**src/rtl/sram_fifo_pkg.sv**
```systemverilog
// Shared sizing constants and pointer helper for the SRAM-backed FIFO controller.
package sram_fifo_pkg;

   localparam int DATA_W       = 16;
   localparam int ADDR_W       = 4;
   localparam int DEPTH        = 16;          // must equal 2**ADDR_W
   localparam int AFULL_THRESH = 12;
   localparam int CNT_W        = ADDR_W + 1;  // holds 0..DEPTH

   // Advance an SRAM address by one, wrapping DEPTH-1 back to 0.
   function automatic logic [ADDR_W-1:0] ptr_inc(input logic [ADDR_W-1:0] p);
      return (p == ADDR_W'(DEPTH - 1)) ? '0 : p + ADDR_W'(1);
   endfunction

endpackage

```
**src/rtl/sram_fifo_ctrl_if.sv**
```systemverilog
// Stream interface of the SRAM FIFO controller: write stream in, read stream out.
//
// Handshake: a word moves on a rising edge where valid & ready are both high.
// valid, once raised, holds together with its data until the transfer
// happens; ready may change freely and never depends on valid from the same side.
interface sram_fifo_ctrl_if;
   import sram_fifo_pkg::*;

   logic              s_valid;
   logic              s_ready;
   logic [DATA_W-1:0] s_data;
   logic              m_valid;
   logic              m_ready;
   logic [DATA_W-1:0] m_data;

   // FIFO side: accepts the write stream, sources the read stream.
   modport slave (
      input  s_valid, s_data, m_ready,
      output s_ready, m_valid, m_data
   );

   // Producer/consumer side.
   modport master (
      output s_valid, s_data, m_ready,
      input  s_ready, m_valid, m_data
   );

endinterface

```
**src/rtl/sram_fifo_ptr.sv**
```systemverilog
// Wrapping ADDR_W-bit SRAM pointer with increment enable.
module sram_fifo_ptr
   import sram_fifo_pkg::*;
(
   input  logic              clk,
   input  logic              rst_n,
   input  logic              inc_i,
   output logic [ADDR_W-1:0] ptr_o
);

   logic [ADDR_W-1:0] ptr_q;
   logic [ADDR_W-1:0] ptr_d;

   // Next pointer: step with wrap when enabled, otherwise hold.
   always_comb begin
      ptr_d = inc_i ? ptr_inc(ptr_q) : ptr_q;
   end

   // Pointer register, cleared to address 0 on reset.
   always_ff @(posedge clk or negedge rst_n) begin
      if (!rst_n) ptr_q <= '0;
      else        ptr_q <= ptr_d;
   end

   assign ptr_o = ptr_q;

endmodule

```
**src/rtl/sram_fifo_ctrl.sv**
```systemverilog
// First-word-fall-through FIFO controller around a 16x16 dual-port SRAM.
// Port A is write-only (push side), port B is read-only (pop side). The SRAM
// read is registered and holds its output while disabled, so the presented
// word is the SRAM output itself and only m_valid is tracked here.
// Optional build macro SRAM_FIFO_STATS_EN adds max_level and ovf_attempt.
module sram_fifo_ctrl
   import sram_fifo_pkg::*;
(
   input  logic              clk,
   input  logic              rst_n,
   sram_fifo_ctrl_if.slave   bus,
   output logic [CNT_W-1:0]  count,
   output logic              almost_full,
   output logic              sram_we_a,
   output logic              sram_en_a,
   output logic [ADDR_W-1:0] sram_addr_a,
   output logic [DATA_W-1:0] sram_din_a,
   output logic              sram_we_b,
   output logic              sram_en_b,
   output logic [ADDR_W-1:0] sram_addr_b,
   output logic [DATA_W-1:0] sram_din_b,
   input  logic [DATA_W-1:0] sram_dout_b
`ifdef SRAM_FIFO_STATS_EN
   ,
   output logic [CNT_W-1:0]  max_level,
   output logic              ovf_attempt
`endif
);

   logic [ADDR_W-1:0] wr_ptr;
   logic [ADDR_W-1:0] rd_ptr;
   logic [CNT_W-1:0]  ram_cnt_q, ram_cnt_d;   // words in SRAM not yet fetched
   logic [CNT_W-1:0]  count_q, count_d;       // ram_cnt + presented word
   logic              m_valid_q, m_valid_d;
   logic              s_ready;
   logic              push, pop, fetch;

   // Ready comes from the registered count only, so a full FIFO refuses a
   // push even in a cycle where a pop frees a slot.
   assign s_ready = (count_q < CNT_W'(DEPTH));
   assign push    = bus.s_valid & s_ready;
   assign pop     = m_valid_q & bus.m_ready;
   // Fetch only words already committed on an earlier edge, so port A and
   // port B never address the same entry in one cycle.
   assign fetch   = (ram_cnt_q != '0) & (~m_valid_q | bus.m_ready);

   sram_fifo_ptr u_wr_ptr (
      .clk   (clk),
      .rst_n (rst_n),
      .inc_i (push),
      .ptr_o (wr_ptr)
   );

   sram_fifo_ptr u_rd_ptr (
      .clk   (clk),
      .rst_n (rst_n),
      .inc_i (fetch),
      .ptr_o (rd_ptr)
   );

   // Next-state for occupancy counters and the output-valid flag.
   always_comb begin
      ram_cnt_d = ram_cnt_q;
      count_d   = count_q;
      m_valid_d = m_valid_q;
      case ({push, fetch})
         2'b10:   ram_cnt_d = ram_cnt_q + CNT_W'(1);
         2'b01:   ram_cnt_d = ram_cnt_q - CNT_W'(1);
         default: ram_cnt_d = ram_cnt_q;
      endcase
      case ({push, pop})
         2'b10:   count_d = count_q + CNT_W'(1);
         2'b01:   count_d = count_q - CNT_W'(1);
         default: count_d = count_q;
      endcase
      if (fetch)    m_valid_d = 1'b1;
      else if (pop) m_valid_d = 1'b0;
   end

   // Controller state registers.
   always_ff @(posedge clk or negedge rst_n) begin
      if (!rst_n) begin
         ram_cnt_q <= '0;
         count_q   <= '0;
         m_valid_q <= 1'b0;
      end else begin
         ram_cnt_q <= ram_cnt_d;
         count_q   <= count_d;
         m_valid_q <= m_valid_d;
      end
   end

   assign bus.s_ready  = s_ready;
   assign bus.m_valid  = m_valid_q;
   assign bus.m_data   = sram_dout_b;
   assign count        = count_q;
   assign almost_full  = (count_q >= CNT_W'(AFULL_THRESH));

   assign sram_we_a    = push;
   assign sram_en_a    = 1'b0;
   assign sram_addr_a  = wr_ptr;
   assign sram_din_a   = bus.s_data;
   assign sram_we_b    = 1'b0;
   assign sram_en_b    = fetch;
   assign sram_addr_b  = rd_ptr;
   assign sram_din_b   = '0;

`ifdef SRAM_FIFO_STATS_EN
   logic [CNT_W-1:0] max_level_q, max_level_d;
   logic             ovf_q, ovf_d;

   // High-water mark follows the new count; overflow flag is sticky.
   always_comb begin
      max_level_d = (count_d > max_level_q) ? count_d : max_level_q;
      ovf_d       = ovf_q | (bus.s_valid & ~s_ready);
   end

   // Statistics registers, cleared only by reset.
   always_ff @(posedge clk or negedge rst_n) begin
      if (!rst_n) begin
         max_level_q <= '0;
         ovf_q       <= 1'b0;
      end else begin
         max_level_q <= max_level_d;
         ovf_q       <= ovf_d;
      end
   end

   assign max_level   = max_level_q;
   assign ovf_attempt = ovf_q;
`else
   // Statistics outputs are not built.
`endif

endmodule

```
**src/flat_wrapper.sv**
```systemverilog
// flat-port wrapper written by rule: the top's interface ports become plain ports
module sram_fifo_ctrl_flat import sram_fifo_pkg::*;
  (clk, rst_n, count, almost_full, sram_we_a, sram_en_a, sram_addr_a, sram_din_a, sram_we_b, sram_en_b, sram_addr_b, sram_din_b, sram_dout_b, bus_s_valid, bus_s_data, bus_m_ready, bus_s_ready, bus_m_valid, bus_m_data);
  sram_fifo_ctrl_if bus_i ();
  input  logic clk;
  input  logic rst_n;
  output logic [CNT_W-1:0] count;
  output logic almost_full;
  output logic sram_we_a;
  output logic sram_en_a;
  output logic [ADDR_W-1:0] sram_addr_a;
  output logic [DATA_W-1:0] sram_din_a;
  output logic sram_we_b;
  output logic sram_en_b;
  output logic [ADDR_W-1:0] sram_addr_b;
  output logic [DATA_W-1:0] sram_din_b;
  input  logic [DATA_W-1:0] sram_dout_b;
  input wire logic [$bits(bus_i.s_valid)-1:0] bus_s_valid;
  input wire logic [$bits(bus_i.s_data)-1:0] bus_s_data;
  input wire logic [$bits(bus_i.m_ready)-1:0] bus_m_ready;
  output wire logic [$bits(bus_i.s_ready)-1:0] bus_s_ready;
  output wire logic [$bits(bus_i.m_valid)-1:0] bus_m_valid;
  output wire logic [$bits(bus_i.m_data)-1:0] bus_m_data;
  assign bus_i.s_valid = bus_s_valid;
  assign bus_i.s_data = bus_s_data;
  assign bus_i.m_ready = bus_m_ready;
  assign bus_s_ready = bus_i.s_ready;
  assign bus_m_valid = bus_i.m_valid;
  assign bus_m_data = bus_i.m_data;
  sram_fifo_ctrl u_core (.clk(clk), .rst_n(rst_n), .bus(bus_i), .count(count), .almost_full(almost_full), .sram_we_a(sram_we_a), .sram_en_a(sram_en_a), .sram_addr_a(sram_addr_a), .sram_din_a(sram_din_a), .sram_we_b(sram_we_b), .sram_en_b(sram_en_b), .sram_addr_b(sram_addr_b), .sram_din_b(sram_din_b), .sram_dout_b(sram_dout_b));
endmodule
```
**config.mk**
```make
export PLATFORM = sky130hd
export DESIGN_NAME = sram_fifo_ctrl_flat
export DESIGN_NICKNAME = d
export VERILOG_FILES = /design/src/rtl/sram_fifo_pkg.sv /design/src/rtl/sram_fifo_ctrl_if.sv /design/src/rtl/sram_fifo_ptr.sv /design/src/rtl/sram_fifo_ctrl.sv /design/src/flat_wrapper.sv
export SDC_FILE = /design/constraint.sdc
export NUM_CORES = 1
export LEC_CHECK = 0
export BUFFER_PORTS_ARGS = -buffer_cell sky130_fd_sc_hd__buf_2
export CORE_MARGIN = 1
export CORE_UTILIZATION = 39
export CTS_BUF_LIST = sky130_fd_sc_hd__clkbuf_2 sky130_fd_sc_hd__clkbuf_4 sky130_fd_sc_hd__clkbuf_8
export DETAILED_ROUTE_END_ITERATION = 8
export HOLD_SLACK_MARGIN = 0.12
export PLACE_DENSITY = 0.79
export SYNTH_ARGS = -nofsm -noshare
export SYNTH_HDL_FRONTEND = slang
export SYNTH_SLANG_ARGS = --single-unit
```
**constraint.sdc**
```tcl
create_clock -name clk -period 2.26 [get_ports clk]
set_input_delay 0.452 -clock clk [delete_from_list [all_inputs] [get_ports clk]]
set_output_delay 0.452 -clock clk [all_outputs]
set_load 0.005 [all_outputs]
```
# Word level (Yosys, flattened, before mapping)
# Index checks and enable logic that the tools add are counted.
# totals
register_bits	19
out_inout_bits	68
input_bits	36
word_cells	34
# classes
n_addsub	6
muxes	6
reduce_logical	4
eq_ne	6
n_bitwise	5
magnitude_cmp	2
# ops
operator	n
one-hot mux 5 bit (2 select lines)	2
adder 5 x 1 -> 5 bit, second input constant	2
subtractor 5 x 1 -> 5 bit, second input constant	2
adder 4 x 1 -> 4 bit, second input constant	2
== test 4 bit, second input constant	2
2-to-1 mux 4 bit	2
nonzero test 2 bit	3
greater-or-equal comparator 5 x 4 -> 1 bit, second input constant	1
less-than comparator 5 bit, second input constant	1
nonzero test 5 bit	1
== test 2 x 1 -> 1 bit, second input constant	2
== test 2 bit, second input constant	2
bitwise AND 1 bit	3
2-to-1 mux 1 bit	2
inverter 1 bit	1
bitwise OR 1 bit	1

# Longest topological paths before layout
# depth
word_depth	5
mapped_depth	9
ltp_nobuf	9

# Modules after synthesis
# Synthesis repeated with hierarchy kept, for this count alone.
# hier_totals
hier_cells	172
area_unflattened_um2	1567.8
# modules_own_cells
mod	cells_per_inst	seq_area_each_um2	instances	area_per_inst_um2
sram_fifo_ctrl	138	275.3	1	1207.4
sram_fifo_ptr	17	100.1	2	180.2

# Worst setup path before layout
# Ideal clock, no wire load.
# synth_timing
kind	reg2reg
start	reg u_core.ram_cnt_q[0]
end	reg u_core.ram_cnt_q[4]
period_less_slack_ns	2.509
path_stages_with_launch	10
t_arrival_ns	2.430
setup_time_ns	0.079
required_time_ns	2.181
path_buffers	0
path_slack_ns	-0.249
path_cell_list	dfrtp_1 > or4_4 > o21ai_4 > inv_1 > ha_1 > fa_1 > nand3_1 > a21boi_0 > nor3_1 > xor2_1
# synth_via
elab_chain_cells	4
word_cells_on_any_way	8
classes_between	add/sub (2); eq/ne (2); mux (1); bitwise (1); reduce/logical (2)
# synth_rtl
item	line	text
start, declared	sram_fifo_ctrl.sv:32	logic [CNT_W-1:0] ram_cnt_q, ram_cnt_d;
start signal, assigned	sram_fifo_ctrl.sv:87	ram_cnt_q <= ram_cnt_d;
nonzero test 5 bit *	sram_fifo_ctrl.sv:45	assign fetch = (ram_cnt_q != '0) & (~m_valid_q | bus.m_ready);
bitwise AND 1 bit *	sram_fifo_ctrl.sv:45	
via sram_en_b	flat_wrapper.sv:14	output logic sram_en_b;
== test 2 x 1 -> 1 bit or == test 2 bit (tied branches)	sram_fifo_ctrl.sv:66	case ({push, fetch})
one-hot mux 5 bit (2 select lines) or nonzero test 2 bit (tied branches)	-	
# The timed path passes the listed nets; every way through them passes the cells marked *.
# A chain may end at the register's enable or synchronous reset.

# Worst setup path in the final report
# layout_timing
start	reg u_core.ram_cnt_q[3]
end	reg u_core.ram_cnt_q[4]
# layout_via
elab_chain_cells	4
word_cells_on_any_way	8
classes_between	add/sub (2); eq/ne (2); mux (1); bitwise (1); reduce/logical (2)
# layout_rtl
item
parallel branches: the longest is 4 deep, another holds subtractor 5 x 1 -> 5 bit
# Several ways; the timed one is not identified.

==> summary.md <==
| Metric | Value |
|---|---|
| TritonCTS clock tree | done |
| LEAKAGE | 0.792 nW |
| H-tree level count | 1 |
| R2R cell count | 9 |
| Final Hold Vio Count | 0 |
| GR Util met2 | 22.4% |
| Worst reg2reg endpoint | u_core.ram_cnt_q[4]$_DFFE_PN0P_ |
| P&R area growth vs syn | 6.62% |
| 1st-pass router iterations | 4 |
| Grt peak-use layer | met2 |
| DR vias | 1021 |
| Failing checks | setup timing |
| Crit path DAT | 2440 ps |
| Largest net degree at the start of global routing | 20 |
| Final setup viols | 1 |
| Cell taking the most area after synthesis | dfrtp_1 |
| Synth warn | 0 |
| TritonCTS Buffers | 3 |
| Fin nets | 219 |
| Final period util | 100% |
| Final worst slack | -1.72 ps |
| CP Class | reg -> reg |
| GRT Overall Usage | 12.8% |
| DP HPWL | 2020 um |
| DR WL/cell | 11.5 um |
| Max-slew violations | 0 |
| # rows | 22 |
| CORE AREA | 3690 sq um |
| Initial antenna violation count | 0 |
| R2R Setup Slk | -2 ps |
| CP Launch Point | u_core.ram_cnt_q[3]$_DFFE_PN0P_ |
| VDD IR max | 0.363 mV |
| Pwr Total | 2.34 mW |
| DRC violations left | 0 |
| Mean Syn Cell Area | 9.34 sq um |
| Worst Skew | 2.38 ps |
| Maximum clock rate | 442 MHz |
| RSZ-0062 raised after global routing | true |
| Share of cells above drive strength 1 | 35.9% |
| # port buffers | 21 |
| DRT Wirelength | 2510 um |
| Worst Setup Start Kind | flip-flop |
| IO Pins | 104 |
| HP Class | in -> async |
| Yosys top cell area share | 31.4% |
| CTS Sinks | 19 |
| Met1 Usage GRT | 14.5% |
| Post-synthesis sequential area ratio | 31.4% |
| First-pass GRT wire length | 4080 um |
| Iteration-0 DRC Markers | 23 |
| Clock transition at path regs | 70 ps |
| Period minus WS final | 2260 ps |
| Initial core utilization | 41.0% |
| Outcome | finished, violations left |
| Worst setup path end | u_core.ram_cnt_q[4]$_DFFE_PN0P_ |
| Synthesized area | 1510 sq um |
| Synth area leaders | dfrtp_1 31%, buf_4 25%, ha_1 8.3% |
| DIE HEIGHT | 64.3 um |
| CP required | 2440 ps |
| Grt ovf | 0 |
| Vias in the first global route | 953 |
| Antenna-violating nets left | 0 |
| Max Buffers Root-to-Sink | 2 |
| Synthesized instance count | 162 |
| FF-to-FF Start | u_core.ram_cnt_q[3]$_DFFE_PN0P_ |
| GR Util met3 | 3.04% |
| Clk Latency, worst-skew pair | 250 ps |
| Drt via density | 4.68 |
| PwrDens | 1450 nW/um^2 |
| Die area | 4130 sq um |
| Worst-path maximum fanout | 6 |
| Synthesized flop and latch total | 19 |
| Fin Setup TNS | -1.72 ps |
| Distinct cells, synth | 36 |
| Highest-count cells in the layout ignoring fill and taps | 21 x buf_2, 19 x dfrtp_1, 18 x conb_1, 18 x buf_4, 15 x nand2_1 |
| DIE WIDTH | 64.3 um |
| Critical path capture point type | flip-flop |
| N_diodes | 0 |
| Final GP Congestion | 0.779 |
| Max-Cap Viols | 0 |
| Commonest non-fill, non-tap cell in the layout | buf_2 |
| CTS root buffer | clkbuf_8 |
| Cts hold-fix bufs | 0 |
-- synthesized netlist by cell type --
cell type,instances
buf_4,50
dfrtp_1,19
nand2_1,15
ha_1,10
o21ai_0,8
inv_1,7
a21oi_1,5
xor2_1,5
xnor2_1,4
nor2_1,3
nor3_1,3
a21o_1,2
clkbuf_1,2
fa_1,2
mux2i_1,2
nand3_1,2
nor3b_1,2
o41ai_1,2
or2_2,2
a21boi_0,1
a21o_2,1
a311oi_1,1
and2_1,1
and3b_1,1
conb_1,1
mux2_2,1
mux2_4,1
nand2b_1,1
nand4_1,1
nor2b_1,1
nor4_1,1
o21ai_4,1
o21bai_1,1
o22ai_1,1
o32a_1,1
or4_4,1
-- per-layer routing --
| layer | wire length [um] | up-vias |
|---|---|---|
| li1 | - | 489 |
| met1 | 1080 | 498 |
| met2 | 1250 | 30 |
| met3 | 156 | 4 |
| met4 | 18 | 0 |
| met5 | 0 | - |
-- flip-flops by register name, summed over array words and instances, names as in the netlist --
name and flops:
u_core.bus.m_valid 1, u_core.count 5, u_core.ram_cnt_q 5, u_core.u_rd_ptr.ptr_o 4
u_core.u_wr_ptr.ptr_o 4
-- per-stage QoR --
| step | cell area [sq um] | std cells | util (%) | setup WS (ps) | hold slack, ps |
|---|---|---|---|---|---|
| 6_report | 1610 | 218 | 43.7 | -1.72 | 129 |
| 5_1_grt | 1610 | 218 | 43.7 | -116 | 153 |
| 3_3_place_gp | 1530 | 212 | 41.4 | 15.3 | 414 |
| 2_1_floorplan | 1630 | 179 | - | -115 | 156 |
| 3_5_place_dp | 1530 | 212 | 41.4 | -37.5 | 417 |
| 4_1_cts | 1590 | 217 | 43.2 | -6.80 | 137 |
-- worst min-delay path by stage --
stage / cells past startpoint / to / start / slack [ps]
2_1_floorplan: 0 / u_core.bus.m_valid$_DFFE_PN0P_ / rst_n / 160
3_3_place_gp: 1 / u_core.u_wr_ptr.ptr_o[2]$_DFFE_PN0P_ / rst_n / 410
3_5_place_dp: 1 / u_core.u_wr_ptr.ptr_o[2]$_DFFE_PN0P_ / rst_n / 420
4_1_cts: 1 / u_core.u_wr_ptr.ptr_o[2]$_DFFE_PN0P_ / rst_n / 140
5_1_grt: 1 / u_core.u_wr_ptr.ptr_o[2]$_DFFE_PN0P_ / rst_n / 150
6_report: 1 / u_core.u_wr_ptr.ptr_o[2]$_DFFE_PN0P_ / rst_n / 130
-- layout make-up --
type	instances	area, sq um
Fill cell	362	2080
Multi-Input combinational cell	101	764
Inverter	7	26.3
Timing Repair Buffer	39	240
Sequential cell	19	475
Tap cell	48	60.1
Clock buffer	3	41.3
Clock inverter	1	5.00
-- where the power goes --
| group | leakage [nW] | internal, mW | total (mW) | switching (mW) |
|---|---|---|---|---|
| registers | 0.225 | 0.517 | 0.689 | 0.172 |
| clock network | 0.0255 | 0.122 | 0.233 | 0.111 |
| logic | 0.542 | 0.786 | 1.42 | 0.636 |
| total | 0.792 | 1.43 | 2.34 | 0.919 |
-- what timing repair did --
| action | CTS | global route |
|---|---|---|
| resized for setup | 2 | 3 |
| endpoints found under the setup margin | 2 | 3 |
| pin swaps | 1 | 1 |
| buffers inserted | 1 | 1 |
-- cell families (layout without fill, tap and decap cells) --
logic type	Yosys count	in the layout	share of synthesized area [%]
other	1	18	0.248
XOR/XNOR	9	9	5.21
AO/OA/AOI/OAI	24	24	10.8
AND/OR/NAND/NOR	34	34	11.3
adder cells (fa/ha/maj)	12	12	10.9
flip-flops	19	19	31.4
multiplexers	4	4	3.06
buffers and inverters	59	50	27.0
-- critical path: stages, from the launching register on --
cell and delay [ps]:
dfrtp_1 380, or4_4 550, o21ai_4 150, inv_2 60, ha_4 200, ha_4 300
nand3_2 60, and3b_1 170, nor3_2 160, xor2_1 150
Power figures use the tool's default switching activity.
